File: src/rtl/uart_cmd_pkg.sv
// Purpose : opcodes and FSM state encodings shared by the UART debug command bridge.
// Latency : n/a (declarations only).
// Backpressure: n/a.
// State encodings are fixed 4-bit values because they are shown on the 7-segment display.
package uart_cmd_pkg;

   localparam logic [7:0] CMD_HALT   = 8'h00;
   localparam logic [7:0] CMD_RESUME = 8'h01;
   localparam logic [7:0] CMD_WRITE  = 8'h02;
   localparam logic [7:0] CMD_READ   = 8'h03;

   // Value returned for a read attempted while the CPU still owns the bus.
   localparam logic [7:0] RD_REFUSED = 8'hFF;

   localparam logic [3:0] ST_IDLE     = 4'd0;
   localparam logic [3:0] ST_ADDR_HI  = 4'd1;
   localparam logic [3:0] ST_ADDR_LO  = 4'd2;
   localparam logic [3:0] ST_WDATA    = 4'd3;
   localparam logic [3:0] ST_WR_BUS   = 4'd4;
   localparam logic [3:0] ST_RD_BUS   = 4'd5;
   localparam logic [3:0] ST_RD_WAIT  = 4'd6;
   localparam logic [3:0] ST_TX_START = 4'd7;
   localparam logic [3:0] ST_TX_WAIT  = 4'd8;

   typedef enum logic [3:0] {
      IDLE     = ST_IDLE,
      ADDR_HI  = ST_ADDR_HI,
      ADDR_LO  = ST_ADDR_LO,
      WDATA    = ST_WDATA,
      WR_BUS   = ST_WR_BUS,
      RD_BUS   = ST_RD_BUS,
      RD_WAIT  = ST_RD_WAIT,
      TX_START = ST_TX_START,
      TX_WAIT  = ST_TX_WAIT
   } state_t;

endpackage

File: src/rtl/uart_cmd_bridge.sv
// Purpose : device side of the UART debug protocol; parses rx bytes into halt/resume/bus write/bus read.
// Latency : read response tx_start lands RD_LATENCY+3 cycles after the addr_lo byte (tx idle case).
// Backpressure: none on rx (bytes arriving mid-execution are dropped); tx_start waits for tx_active=0.
//
// Ports: clk/rst (async, active-low); rx_valid/rx_data from UART_RX; tx_start/tx_data/tx_active/tx_done
//        to UART_TX; cpu_halt to the CPU halt logic; bus_addr/bus_wdata/bus_we/bus_re/bus_rdata to the
//        memory bus; state_dbg shows the FSM encoding.
// Build option: define UART_CMD_TIMEOUT_EN to abort partial commands after TIMEOUT_CYCLES of rx silence.
module uart_cmd_bridge
   import uart_cmd_pkg::*;
#(
   parameter int RD_LATENCY     = 1,
   parameter int TIMEOUT_CYCLES = 250000
) (
   input  logic        clk,
   input  logic        rst,
   input  logic        rx_valid,
   input  logic [7:0]  rx_data,
   output logic        tx_start,
   output logic [7:0]  tx_data,
   input  logic        tx_active,
   input  logic        tx_done,
   output logic        cpu_halt,
   output logic [15:0] bus_addr,
   output logic [7:0]  bus_wdata,
   output logic        bus_we,
   output logic        bus_re,
   input  logic [7:0]  bus_rdata,
   output logic [3:0]  state_dbg
);

   if (RD_LATENCY < 1 || RD_LATENCY > 7) begin : g_bad_rd_latency
      $error("uart_cmd_bridge: RD_LATENCY must be 1..7");
   end
   if (TIMEOUT_CYCLES < 1) begin : g_bad_timeout
      $error("uart_cmd_bridge: TIMEOUT_CYCLES must be at least 1");
   end

   localparam logic [2:0] RD_LAT = RD_LATENCY[2:0];

   state_t      state;
   logic [15:0] addr_q;     // assembled address; bus_addr only follows it on a real access
   logic [7:0]  wdata_q;
   logic        is_write;
   logic [2:0]  lat_cnt;
   logic        tmo_abort;

`ifdef UART_CMD_TIMEOUT_EN
   localparam int TMO_W = $clog2(TIMEOUT_CYCLES + 1);
   localparam logic [TMO_W-1:0] TMO_LAST = TMO_W'(TIMEOUT_CYCLES - 1);

   logic             partial_cmd;
   logic [TMO_W-1:0] tmo_cnt;

   assign partial_cmd = (state == ADDR_HI) || (state == ADDR_LO) || (state == WDATA);
   // A byte arriving on the very last cycle still wins over the abort.
   assign tmo_abort   = partial_cmd && !rx_valid && (tmo_cnt == TMO_LAST);

   always_ff @(posedge clk or negedge rst) begin
      if (!rst) begin
         tmo_cnt <= '0;
      end else if (rx_valid || !partial_cmd) begin
         tmo_cnt <= '0;
      end else if (tmo_cnt != TMO_LAST) begin
         tmo_cnt <= tmo_cnt + 1'b1;
      end
   end
`else
   assign tmo_abort = 1'b0;
`endif

   always_ff @(posedge clk or negedge rst) begin
      if (!rst) begin
         state     <= IDLE;
         addr_q    <= '0;
         wdata_q   <= '0;
         is_write  <= 1'b0;
         lat_cnt   <= '0;
         cpu_halt  <= 1'b0;
         bus_addr  <= '0;
         bus_wdata <= '0;
         bus_we    <= 1'b0;
         bus_re    <= 1'b0;
         tx_start  <= 1'b0;
         tx_data   <= '0;
      end else begin
         bus_we   <= 1'b0;
         bus_re   <= 1'b0;
         tx_start <= 1'b0;

         case (state)
            IDLE: begin
               if (rx_valid) begin
                  case (rx_data)
                     CMD_HALT:   cpu_halt <= 1'b1;
                     CMD_RESUME: cpu_halt <= 1'b0;
                     CMD_WRITE: begin
                        is_write <= 1'b1;
                        state    <= ADDR_HI;
                     end
                     CMD_READ: begin
                        is_write <= 1'b0;
                        state    <= ADDR_HI;
                     end
                     default: ;
                  endcase
               end
            end

            ADDR_HI: begin
               if (rx_valid) begin
                  addr_q[15:8] <= rx_data;
                  state        <= ADDR_LO;
               end
            end

            ADDR_LO: begin
               if (rx_valid) begin
                  addr_q[7:0] <= rx_data;
                  state       <= is_write ? WDATA : RD_BUS;
               end
            end

            WDATA: begin
               if (rx_valid) begin
                  wdata_q <= rx_data;
                  state   <= WR_BUS;
               end
            end

            WR_BUS: begin
               // The bus belongs to the CPU unless halted, so an unhalted write is silently dropped.
               if (cpu_halt) begin
                  bus_we    <= 1'b1;
                  bus_addr  <= addr_q;
                  bus_wdata <= wdata_q;
               end
               state <= IDLE;
            end

            RD_BUS: begin
               if (cpu_halt) begin
                  bus_re   <= 1'b1;
                  bus_addr <= addr_q;
                  lat_cnt  <= RD_LAT;
                  state    <= RD_WAIT;
               end else begin
                  tx_data <= RD_REFUSED;
                  state   <= TX_START;
               end
            end

            RD_WAIT: begin
               if (lat_cnt == 3'd0) begin
                  tx_data <= bus_rdata;
                  // Launch straight from here when the transmitter is free to save the TX_START cycle.
                  if (!tx_active) begin
                     tx_start <= 1'b1;
                     state    <= TX_WAIT;
                  end else begin
                     state <= TX_START;
                  end
               end else begin
                  lat_cnt <= lat_cnt - 3'd1;
               end
            end

            TX_START: begin
               if (!tx_active) begin
                  tx_start <= 1'b1;
                  state    <= TX_WAIT;
               end
            end

            TX_WAIT: begin
               if (tx_done) begin
                  state <= IDLE;
               end
            end

            default: state <= IDLE;
         endcase

         if (tmo_abort) begin
            state <= IDLE;
         end
      end
   end

   assign state_dbg = state;

endmodule

File: config.mk
export PLATFORM = sky130hd
export DESIGN_NAME = uart_cmd_bridge
export DESIGN_NICKNAME = d
export VERILOG_FILES = /design/src/rtl/uart_cmd_pkg.sv /design/src/rtl/uart_cmd_bridge.sv
export SDC_FILE = /design/constraint.sdc
export NUM_CORES = 1
export LEC_CHECK = 0
export CAP_MARGIN = 20
export CORE_MARGIN = 5
export CORE_UTILIZATION = 50
export DETAILED_ROUTE_END_ITERATION = 10
export PLACE_DENSITY = 0.75
export SETUP_SLACK_MARGIN = 0.02
export SYNTH_ARGS = -nofsm -noshare
export SYNTH_HDL_FRONTEND = slang
export SYNTH_SLANG_ARGS = --single-unit
File: constraint.sdc
create_clock -name clk -period 1.9 [get_ports clk]
set_clock_uncertainty 0.1 [all_clocks]
set_input_delay 0.285 -clock clk [delete_from_list [all_inputs] [get_ports clk]]
set_output_delay 0.285 -clock clk [all_outputs]
set_load 0.02 [all_outputs]
==> results.json, run 1 <==
{
  "worstSetupEndpointType": "output port",
  "fmax_ghz": 0.5605,
  "postSynthAreaPerCell_um2": 13.32,
  "crit_family": "buffers and inverters",
  "detailroute.via_count": 1939,
  "worst_slew_margin_rel_pct": 66.95,
  "nets_final": 323,
  "start_util_pct": 52.10,
  "final-hold-violation-count": 0,
  "num_io_pins": 61,
  "synth-main-ff-cell": "dfrtp_1",
  "required_ns": 1.51,
  "tritoncts": "built",
  "most-common-layout-cells": "dfrtp_1 (65), clkdlybuf4s50_1 (55), mux2_2 (41)",
  "clockBufferDepth": 2,
  "grt_setup_unrepaired": "no",
  "design.die.area_mm2": 0.007432,
  "drive_gt1_share_pct": 31.80,
  "busiest_layer_in_global_routing": "met2",
  "grt_util_met1_pct": 23.54,
  "area_growth_syn_to_layout_pct": 36.49,
  "core_area_mm2": 0.005574,
  "clock_latency_ns": 0.33,
  "leakagePower_nw": 1.804,
  "setup_viol": 0,
  "numPortBuffers": 60,
  "gr-total-overflow": 0,
  "postSynthNetCount": 241,
  "setup.worst_path.class": "register to output port",
  "cts.sinks": 68,
  "layout.cells.non_filler": 377,
  "cts-buffers-inserted": 9,
  "vdd_ir_drop_max_uv": 878.6,
  "dpl_worst_slack_ns": -0.09291,
  "number_of_maximum_capacitance_violations": 0,
  "cp.buffers_inverters": 1,
  "grt_usage_pct": 16.85,
  "crit_path_max_incr_delay_ns": 0.65,
  "place_congestion": 0.8572,
  "utilization_pct": 71.11,
  "ant_nets": 0,
  "wire_per_inst_um": 15.62,
  "worst_setup_hold_path_clk_slew_ns": 0.08,
  "regToRegStartpoint": "lat_cnt[0]$_DFFE_PN0P_",
  "startpoint_types": "register",
  "synth_enable_flop_cells": 0,
  "detail_route.wirelength_um": 5889,
  "grt_use_met3_pct": 3.422,
  "ys_seq_area_share_pct": 58.60,
  "r2r_setup_slack_ns": 0.12,
  "timing.final.ws_setup_ns": 0.1160,
  "route.detailed.vias_per_inst": 5.143,
  "period_utilization_pct": 93.89,
  "yosys_warnings": 0,
  "reg2reg_to": "state_dbg[0]$_DFFE_PN0P_",
  "tightest_slew_ns": 0.4957,
  "postSynthCellCount": 218,
  "grt_start_max_net_pins": 59,
  "powerDensity_mw_per_mm2": 1601,
  "via_count_of_the_first_global_routing_pass": 1945,
  "crit_fanout": 5,
  "filler_cell_count": 405,
  "chipHeight_um": 86.21,
  "drt-pass1-iter-count": 4,
  "placed_instances": 360,
  "global_route.usage.met2_pct": 26.07,
  "commonest_non_fill_non_tap_cell_in_the_layout": "dfrtp_1",
  "critical_path.cell_chain": "clkdlybuf4s50_1",
  "dr.first_iter.drc_count": 121,
  "ys_async_sr_fraction_pct": 100.0,
  "postCtsSetupRepairBufs": 0,
  "std_cell_rows": 27,
  "grt_antenna_before_repair": 0,
  "placedInstanceArea_mm2": 0.003690,
  "run_status": "complete, no violations",
  "final_area_mm2": 0.003964,
  "netlist_cell_types": 44,
  "min-delay-path-class": "input pin to asynchronous set/reset pin",
  "clockRootBuffer": "clkbuf_8",
  "syn_area_mm2": 0.002904,
  "drc": 0,
  "post-dp-hpwl_um": 4212,
  "ys_ff_latch": 68,
  "cp.arrival_ns": 1.40,
  "rr_worst_depth": 6,
  "cts_htree_levels": 3,
  "maxSlewViolCount": 0,
  "finalCriticalPeriod_ns": 1.784,
  "cpMaxStageDelayCell": "clkdlybuf4s50_1",
  "num_antenna_cells": 0,
  "die-width_um": 86.21,
  "grt_first_pass_wirelength_um": 9818
}
-- cell families (layout without fill, tap and decap cells) --
kind of cell,Yosys count,after routing,share of synthesized area (%)
muxes,50,50,20.38
buffers and inverters,14,101,3.102
adders and majority gates,2,2,0.8616
AOI/OAI and AO/OA,31,31,6.334
DFF,68,68,58.60
xor gates and xnor gates,1,1,0.3016
and+or+nand+nor,52,52,10.43
-- per-layer routing --
layer / up-vias / wire length (um)
met1: 954 / 2798
li1: 938 / -
met4: 0 / 79
met5: - / 0
met3: 8 / 227
met2: 39 / 2783
-- cell usage after synthesis, types with 2 or more instances --
cell | instances | share of area (%)
nand2_1 | 13 | 1.7
a21oi_1 | 4 | 0.69
a31oi_1 | 2 | 0.43
buf_6 | 3 | 1.2
nor4_1 | 2 | 0.43
mux2_2 | 41 | 16
buf_4 | 3 | 0.78
nand3_2 | 2 | 0.69
nor2_1 | 14 | 1.8
nand2b_1 | 2 | 0.43
buf_2 | 3 | 0.52
inv_1 | 4 | 0.52
ha_1 | 2 | 0.86
o21bai_1 | 2 | 0.52
dfrtp_1 | 68 | 59
nor2b_1 | 3 | 0.65
mux2_4 | 8 | 4.1
a211o_1 | 2 | 0.60
o21ai_0 | 15 | 2.6
-- how the worst max path moves through the flow --
stage                                         from                     end  slack (ns)  cells past startpoint
final                         cpu_halt$_DFFE_PN0P_                cpu_halt        0.12                      1
after global routing        lat_cnt[0]$_DFFE_PN0P_  tx_data[6]$_DFFE_PN0P_        0.02                      6
after CTS                 state_dbg[3]$_DFFE_PN0P_            state_dbg[3]        0.02                      1
after detailed placement                  rx_valid  addr_q[12]$_DFFE_PN0P_       -0.09                      5
after global placement                    rx_valid  addr_q[13]$_DFFE_PN0P_       -0.05                      5
after floorplan           state_dbg[3]$_DFFE_PN0P_   addr_q[0]$_DFFE_PN0P_        0.15                      5
-- per-stage QoR --
stage               hold WS [ns]  setup TNS [ns]  power [mW]
floorplan                -0.1106               0       3.843
global placement         0.07367         -0.8773       4.849
detailed placement       0.07476          -1.935       4.931
CTS                       0.2464               0       6.404
global route              0.2443               0       6.723
finish                    0.2507               0       6.345
-- state kept, by name (all words and copies together), names as in the netlist --
name and cells:
lat_cnt 3, cpu_halt 1, is_write 1, bus_wdata 8
bus_re 1, bus_addr 16, tx_data 8, addr_q 16
bus_we 1, state_dbg 4, tx_start 1, wdata_q 8
-- repair_timing --
item	in CTS	in global routing
hold buffers	1	0
setup endpoints to repair	11	10
gates resized for setup	6	3
endpoints found under the hold margin	10	0
-- final cells by class --
type                    instances  area (um^2)  area share [%]
multi-input cells             136         1122           28.31
inverters                       4        15.01          0.3788
flip-flops and latches         68         1705           43.02
clock buffers                   9        123.9           3.125
clock inverters                 7        123.9           3.125
repair buffers                 81        783.3           19.76
well taps                      72        90.09           2.273
-- power by group --
| group | switching [mW] | internal (mW) | total [mW] |
|---|---|---|---|
| Combinational | 1.10 | 1.33 | 2.43 |
| Clock | 0.571 | 0.881 | 1.45 |
| Sequential | 0.411 | 2.05 | 2.46 |
No activity file was read; power rests on OpenSTA's default activity.
==> inputs of run 2 (changes only) <==
CORE_UTILIZATION = 62   (was 50)
CTS_CLUSTER_SIZE = 14   (was unset)
DONT_BUFFER_PORTS = 1   (was unset)
GPL_ROUTABILITY_DRIVEN = 0   (was unset)
==> run 2 against run 1 <==
  * The run now ends with negative hold slack left
  * Register-to-register slack lost 0.02 ns
  * Routed wire length is 6.0% lower
  * Sequential power is 13% higher
  * Combinational power shrank 39%
  * Critical path depth is 5 higher
  * Count of clock-buffer cells in the layout grew 1
  * First-iteration DRC count down 46%
  * Cell count fell by 20%
  * Fmax decreased by 1.4%
  * Core utilization is 0.27 points higher
  * Critical endpoint is now state_dbg[0]$_DFFE_PN0P_
==> results.json, run 2 (synthesis results as in run 1) <==
{
  "top_layer": "met4",
  "timing.final.ws_setup_ns": 0.09121,
  "grt_antenna_before_repair": 0,
  "number_of_maximum_capacitance_violations": 0,
  "share_of_total_power_consumed_by_net_switching_pct": 35.57,
  "chipHeight_um": 78.44,
  "start_util_pct": 62.73,
  "std_cell_rows": 25,
  "clockBufferDepth": 2,
  "crit_fanout": 4,
  "num_io_pins": 61,
  "most-common-layout-cells": "dfrtp_1 (68), mux2_2 (41), o21ai_0 (15), buf_4 (15), nor2_1 (14)",
  "met3RoutedLength_um": 416,
  "worst_slew_margin_rel_pct": 68.43,
  "grt_usage_pct": 19.98,
  "via_count_of_the_first_global_routing_pass": 1854,
  "die-width_um": 78.44,
  "drc": 0,
  "nets_final": 266,
  "p_switching_mw": 1.933,
  "seqPwrFrac_pct": 51.3,
  "layout.cells.non_filler": 302,
  "route.detailed.vias_per_inst": 5.815,
  "tritoncts": "built",
  "gr-total-overflow": 0,
  "ctsHoldBuffers": 9,
  "wire_per_inst_um": 18.33,
  "ant_nets": 0,
  "placed_instances": 276,
  "area_growth_syn_to_layout_pct": 13.79,
  "period_utilization_pct": 95.20,
  "commonest_non_fill_non_tap_cell_in_the_layout": "dfrtp_1",
  "powerDensity_mw_per_mm2": 1644,
  "maxSlewViolCount": 0,
  "cp.arrival_ns": 1.93,
  "numPortBuffers": 0,
  "dr.first_iter.drc_count": 65,
  "violations": "negative hold slack",
  "pwr-share-clk_pct": 21.4,
  "vdd_ir_drop_max_uv": 876.1,
  "top_regs": "addr_q: 16 flops, bus_addr: 16 flops",
  "required_ns": 2.02,
  "cts.sinks": 68,
  "detailroute.via_count": 1756,
  "worstSetupEndpointType": "register",
  "setup_viol": 0,
  "grt_start_max_net_pins": 69,
  "worst_setup_hold_path_clk_slew_ns": 0.08,
  "relative_contribution_of_combinational_cells_to_total_power_pct": 27.3,
  "met1Wirelength_um": 2346,
  "clockRootBuffer": "clkbuf_8",
  "power_report.internal_total_mw": 3.501,
  "core_area_mm2": 0.004629,
  "leakagePower_nw": 1.535,
  "drt-pass1-iter-count": 4,
  "startpoint_types": "register",
  "drive_gt1_share_pct": 35.08,
  "setup.worst_path.class": "register to register",
  "clock_latency_ns": 0.33,
  "holdWs_ns": -0.4657,
  "cts-buffers-inserted": 9,
  "detail_route.wirelength_um": 5537,
  "min-delay-path-class": "input pin to asynchronous set/reset pin",
  "grt_first_pass_wirelength_um": 9349,
  "met2RoutedLength_um": 2654,
  "post-dp-hpwl_um": 3947,
  "design.die.area_mm2": 0.006153,
  "rr_worst_depth": 6,
  "run_status": "finished with violations",
  "fmax_ghz": 0.5529,
  "tightest_slew_ns": 0.4735,
  "final-hold-violation-count": 68,
  "finalCriticalPeriod_ns": 1.809,
  "num_antenna_cells": 0,
  "cts_htree_levels": 3,
  "dpl_worst_slack_ns": -0.02094
}
[run 2: layout make-up]
class | count | area [um^2]
timing repair buffer | 24 | 202.7
fill | 341 | 1325
clock buffer | 10 | 137.6
inverter | 4 | 15.01
clock inverter | 6 | 63.81
sequential | 68 | 1702
tap | 54 | 67.56
multi-input combinational | 136 | 1116
[run 2: worst max-delay path, cell delays in order, from the launching register on]
cell     delay (ns)
dfrtp_1        0.35
inv_1          0.06
ha_1           0.22
nor2b_1        0.17
a211o_1        0.33
o21ai_0        0.11
mux2_2         0.36
[run 2: power by group through the flow]
stage | logic (mW) | registers (mW) | clock network [mW]
global route | 1.66 | 2.86 | 1.26
floorplan | 1.14 | 2.71 | 0
global placement | 1.35 | 2.78 | 0
detailed placement | 1.44 | 2.83 | 0
CTS | 1.47 | 2.80 | 1.18
finish | 1.49 | 2.79 | 1.16
[run 2: metrics by stage]
| step | hold WS (ns) | power [mW] | util (%) | instance area (um^2) | TNS (ns) |
|---|---|---|---|---|---|
| 2_1_floorplan | -0.1106 | 3.843 | - | 2904 | 0 |
| 3_3_place_gp | -0.1087 | 4.123 | 64.84 | 3002 | 0 |
| 3_5_place_dp | -0.1085 | 4.267 | 64.84 | 3002 | -0.02192 |
| 4_1_cts | -0.4764 | 5.452 | 71.22 | 3297 | 0 |
| 5_1_grt | -0.4855 | 5.788 | 71.38 | 3304 | -0.009485 |
| 6_report | -0.4657 | 5.434 | 71.38 | 3304 | 0 |
[run 2: what timing repair did]
item                       CTS  global route
setup endpoints to repair    6             1
resized for setup            1             0
buffers inserted             0             1
pin swaps                    0             0
hold endpoints to repair    94            68
[run 2: path summary, 6_finish.rpt]
path	end	from	slack, ns
worst max-delay path	state_dbg[0]$_DFFE_PN0P_	lat_cnt[0]$_DFFE_PN0P_	0.09
worst min-delay path	bus_wdata[3]$_DFFE_PN0P_	rst	-0.47
max in group asynchronous	addr_q[9]$_DFFE_PN0P_	rst	2.06
worst max register to register	state_dbg[0]$_DFFE_PN0P_	lat_cnt[0]$_DFFE_PN0P_	0.09
worst min register to register	bus_addr[13]$_DFFE_PN0P_	addr_q[13]$_DFFE_PN0P_	0.40
min in group clk	addr_q[15]$_DFFE_PN0P_	rx_data[7]	0.02
[run 2: per-layer routing]
layer	track usage (%)	vias to the layer above
met4	10.49	0
li1	-	826
met1	24.22	864
met2	31.68	54
met3	6.651	12
met5	0	-
==> inputs of run 3 (changes only) <==
CORE_UTILIZATION = 50   (was 62)
DONT_BUFFER_PORTS = unset   (was 1)
==> results of run 3 <==
Same layout as run 1: the final DEF is identical, and so are final timing and power.
==> variant 1 (settings of run 3) <==
The option `UART_CMD_TIMEOUT_EN` is turned on by a define.
--- a/src/rtl/uart_cmd_bridge.sv
+++ b/src/rtl/uart_cmd_bridge.sv
@@ -6,6 +6,8 @@
 //        to UART_TX; cpu_halt to the CPU halt logic; bus_addr/bus_wdata/bus_we/bus_re/bus_rdata to the
 //        memory bus; state_dbg shows the FSM encoding.
 // Build option: define UART_CMD_TIMEOUT_EN to abort partial commands after TIMEOUT_CYCLES of rx silence.
+`define UART_CMD_TIMEOUT_EN
+
 module uart_cmd_bridge
    import uart_cmd_pkg::*;
 #(
Check against the original RTL: same outputs for any inputs over 10 cycles, from zero or initial values and one cycle with rst low; that may be too few to reach the edited logic, so the function may still have changed.
==> variant 1 against run 3 <==
- cell count increased by 41%
- power decreased by 2.4%
- design area increased by 30%
- core utilization decreased by 1.4 points
- worst setup slack got worse by 0.075 ns
- area after synthesis increased by 32%
- routed wire length increased by 44%
- sequential cell count increased by 18
- critical path type is now reg2reg
==> variant 1: results (changes against run 3) <==
- First-pass GRT wire length: 14.30 mm (was 9.818 mm)
- Crit path DAT: 1.99 ns (was 1.40 ns)
- Hold_ws: 0.2562 ns (was 0.2507 ns)
- Gr usage total: 0.1857 (was 0.1685)
- Fraction of layout cells with a size suffix above 1: 0.2864 (was 0.3180)
- Period utilization: 0.9784 (was 0.9389)
- Worst slew pin tran: 0.5104 ns (was 0.4957 ns)
- Final net count: 453 (was 323)
- Via count: 2,845 (was 1,939)
- Slowest stage delay, CP: 0.54 ns (was 0.65 ns)
- Post-synthesis mux area share: 0.1521 (was 0.2038)
- Most common library cells after synthesis: dfrtp_1 (86), mux2_2 (49), nor2_1 (26) (was dfrtp_1 (68), mux2_2 (41), o21ai_0 (15))
- Grt met1 use: 0.2365 (was 0.2354)
- Worst slack at placement: -0.1831 ns (was -0.09291 ns)
- Xor and xnor area share after synthesis: 0.02061 (was 0.003016)
- CP max stage cell: or4bb_4 (was clkdlybuf4s50_1)
- Post-Synth Adder-Cell Area: 0.009814 (was 0.008617)
- Clock latency on the worst-skew pair: 0.35 ns (was 0.33 ns)
- Synth Area in Compound Gates: 0.07982 (was 0.06333)
- Most area-consuming cells after synthesis: dfrtp_1 (56%), mux2_2 (14%), o21ai_0 (2.7%) (was dfrtp_1 (59%), mux2_2 (16%), mux2_4 (4.1%))
- Sequential fraction of the synthesis area: 0.5626 (was 0.5860)
- Outcome: complete, no violations (unchanged)
- DPL Wire Length: 6.082 mm (was 4.212 mm)
- Max VDD drop: 0.0005055 V (was 0.0008786 V)
- Final cell count without fillers: 532 (was 377)
- Largest net degree at the start of global routing: 34 (was 59)
- Net Count, Synth: 356 (was 241)
- Leak Pwr: 2.276 nW (was 1.804 nW)
- Grt met2 use: 0.3005 (was 0.2607)
- Flop-to-flop setup slack: 0.04 ns (was 0.12 ns)
- Synth unique cells: 43 (was 44)
- Total Wirelength: 8.461 mm (was 5.889 mm)
- Clock transition at the registers of the reported paths: 0.09 ns
- Diode count: 0 (unchanged)
- Met3 Use GR: 0.05815 (was 0.03422)
- Drt initial violations: 75 (was 121)
- Placed cells: 515 (was 360)
- Biggest regs: tmo_cnt (18), addr_q (16), bus_addr (16) (was addr_q (16), bus_addr (16))
- CP delay by family, top: simple AND/OR/NAND/NOR gates (was buffers and inverters)
==> variant 1: layout make-up <==
class                      count  area [µm²]
multi-input combinational    223        1659
clock inverter                 6       70.07
tap                           99       123.9
fill                         541        2230
timing repair buffer         101       979.7
clock buffer                   9       123.9
sequential                    86        2153
inverter                       8       30.03
==> variant 1: what timing repair did <==
action	CTS	global route
hold buffers	1	0
setup endpoints to repair	20	25
setup buffers	1	0
hold endpoints to repair	48	0
gates resized for setup	8	17
pin swaps	3	6
==> variant 1: worst paths after layout <==
| check | start | cells past startpoint | to |
|---|---|---|---|
| max | state_dbg[3] | 4 | state_dbg[1] |
| min | rst | 2 | bus_addr[12] |
| max reg2reg | state_dbg[3] | 4 | state_dbg[1] |
| min reg2reg | tx_data[6] | 2 | tx_data[6] |
| max in group asynchronous | rst | 3 | is_write |
| min in group clk | tx_data[6] | 2 | tx_data[6] |
==> variant 1: through the flow <==
| stage | util | TNS, ns | area, µm² |
|---|---|---|---|
| final | 0.6975 | 0 | 5140 |
| after global routing | 0.6975 | -0.03605 | 5140 |
| after CTS | 0.6883 | 0 | 5072 |
| after detailed placement | 0.6581 | -2.305 | 4850 |
| after global placement | 0.6581 | -2.281 | 4850 |
| after floorplan | - | -0.01939 | 3826 |
==> variant 1: power by group <==
part | switching (W) | internal, W
Combinational | 0.00111 | 0.00124
Clock | 0.000662 | 0.000609
Sequential | 0.000263 | 0.00231
Total | 0.00203 | 0.00416
==> variant 1: layer usage <==
metal,vias up,routed length [µm]
li1,1384,-
met1,1402,3873
met2,50,4192
met3,9,293
met4,0,102
met5,-,0
==> variant 1: cells by family after synthesis <==
family                   Yosys count
buffers and inverters             23
multiplexers                      52
AO/OA/AOI/OAI                     49
flip-flops                        86
AND/OR/NAND/NOR                  110
XOR/XNOR                           9
adder cells (fa/ha/maj)            3
==> variant 2 (settings of run 3) <==
Made on the original files. Register the output `bus_wdata` once more; this adds one clock of latency there. The other outputs are not delayed to match.
--- a/src/rtl/uart_cmd_bridge.sv
+++ b/src/rtl/uart_cmd_bridge.sv
@@ -28,6 +28,8 @@
    input  logic [7:0]  bus_rdata,
    output logic [3:0]  state_dbg
 );
+
+   logic [7:0] bus_wdata_s0;
 
    if (RD_LATENCY < 1 || RD_LATENCY > 7) begin : g_bad_rd_latency
       $error("uart_cmd_bridge: RD_LATENCY must be 1..7");
@@ -78,7 +80,7 @@
          lat_cnt   <= '0;
          cpu_halt  <= 1'b0;
          bus_addr  <= '0;
-         bus_wdata <= '0;
+         bus_wdata_s0 <= '0;
          bus_we    <= 1'b0;
          bus_re    <= 1'b0;
          tx_start  <= 1'b0;
@@ -133,7 +135,7 @@
                if (cpu_halt) begin
                   bus_we    <= 1'b1;
                   bus_addr  <= addr_q;
-                  bus_wdata <= wdata_q;
+                  bus_wdata_s0 <= wdata_q;
                end
                state <= IDLE;
             end
@@ -189,5 +191,9 @@
 
    assign state_dbg = state;
 
+   always_ff @(posedge clk) begin
+      bus_wdata <= bus_wdata_s0;
+   end
+
 endmodule
 
Check against the original RTL: not equivalent (Yosys sat finds a counterexample within 10 cycles, from zero or initial values and one cycle with rst low).
==> variant 2 against run 3 <==
- power fell by 9.6%
- maximum frequency fell by 2.4%
- area after synthesis rose by 6.2%
- design area rose by 3.0%
- clock power fell by 14%
- sequential cell count rose by 8
- critical path depth did not move
- worst setup slack got worse by 0.043 ns
- routed wire length rose by 3.3%
- critical path type unchanged
- largest cell class unchanged
- highest routed layer unchanged
==> variant 2: results (changes against run 3) <==
- Outcome: complete, no violations (unchanged)
- Drt via density: 5.152 (was 5.143)
- Post-synthesis mux area share: 0.1981 (was 0.2038)
- Cell internal pwr: 0.003912 W (was 0.004264 W)
- Worst reg-to-reg path cell count: 4 (was 6)
- Most common library cells after synthesis: dfrtp_1 (68), mux2_2 (40), o21ai_0 (14) (was dfrtp_1 (68), mux2_2 (41), o21ai_0 (15))
- Met2 WL post-DR: 2.899 mm (was 2.783 mm)
- Total Wirelength: 6.084 mm (was 5.889 mm)
- Mapped Avg Cell Area: 13.58 µm² (was 13.32 µm²)
- Via count: 1,999 (was 1,939)
- Sequential fraction of the synthesis area: 0.6039 (was 0.5860)
- Ys async rst share: 0.8947 (was 1.000)
- Hold crit path type: reg2reg (was in2async)
- Flop-to-flop setup slack: 0.17 ns (was 0.12 ns)
- FILL cells: 451 (was 405)
- First-pass GRT wire length: 9.915 mm (was 9.818 mm)
- Xor and xnor area share after synthesis: 0.002841 (was 0.003016)
- Net Count, Synth: 250 (was 241)
- Drt initial violations: 101 (was 121)
- Sequential power share: 0.439 (was 0.388)
- Gr usage total: 0.1671 (was 0.1685)
- Clock share of power: 0.218 (was 0.229)
- Largest net degree at the start of global routing: 69 (was 59)
- Pwr Total: 0.005733 W (was 0.006345 W)
- Synth Area in Compound Gates: 0.05195 (was 0.06333)
- Worst reg2reg startpoint: state_dbg[1] (was lat_cnt[0])
- Met3 wire length: 265 µm (was 227 µm)
- Number of global-route vias before repair: 2,033 (was 1,945)
- Number of synthesis warnings: 0 (unchanged)
- Slew headroom: 0.7577 (was 0.6695)
- Worst slack at placement: -0.1547 ns (was -0.09291 ns)
- Max VDD drop: 0.0007719 V (was 0.0008786 V)
- Post-place instance area: 0.003847 mm² (was 0.003690 mm²)
- M1 WL: 2.816 mm (was 2.798 mm)
- Final net count: 331 (was 323)
- DPL Wire Length: 4.377 mm (was 4.212 mm)
- Post-Synth Adder-Cell Area: 0.008117 (was 0.008617)
## variant 2: changes by cell type after synthesis, moves of 2 or more
| cell | run 3 | this run |
|---|---|---|
| nor4b_1 | 1 | 4 |
| buf_4 | 3 | 5 |
| a31oi_1 | 2 | 0 |
| nand2b_1 | 2 | 0 |
| dfxtp_1 | 0 | 8 |
| nor2b_1 | 3 | 0 |
| mux2i_1 | 1 | 4 |
## variant 2: timing repair
item,in CTS,in global routing
hold endpoints to repair,68,0
pin swaps,0,1
cloned,0,0
buffers inserted,0,1
gates resized for setup,6,0
setup endpoints to repair,12,4
hold buffers,1,0
## variant 2: worst max-delay path by stage
stage	start	to	slack (ns)	cells after the start
6_report	cpu_halt	cpu_halt	0.07	1
2_1_floorplan	state_dbg[1]	bus_wdata_s0[0]	0.10	6
4_1_cts	cpu_halt	cpu_halt	0.06	1
3_5_place_dp	lat_cnt[0]	tx_data[1]	-0.15	5
3_3_place_gp	rx_valid	addr_q[10]	-0.04	5
5_1_grt	state_dbg[1]	state_dbg[0]	0.04	4
## variant 2: layout make-up
cell class                 count  area [µm²]  share of cell area
clock inverter                 3       46.29             0.01134
clock buffer                  13       158.9             0.03892
inverter                       6       22.52            0.005516
tap                           75       93.84             0.02298
sequential                    76        1863              0.4563
multi-input combinational    134        1122              0.2749
timing repair buffer          81       775.7              0.1900
## variant 2: kinds of logic (layout without fill, tap and decap cells)
kind of cell	after synthesis	count (layout)
xor gates and xnor gates	1	1
and+or+nand+nor	52	52
DFF	76	76
muxes	52	52
adders and majority gates	2	2
buffers and inverters	17	103
AOI/OAI and AO/OA	27	27
## variant 2: routing by layer
layer,GRT usage,vias up
met4,0.08654,0
li1,-,966
met3,0.02886,9
met1,0.2304,984
met5,0,-
met2,0.2549,40
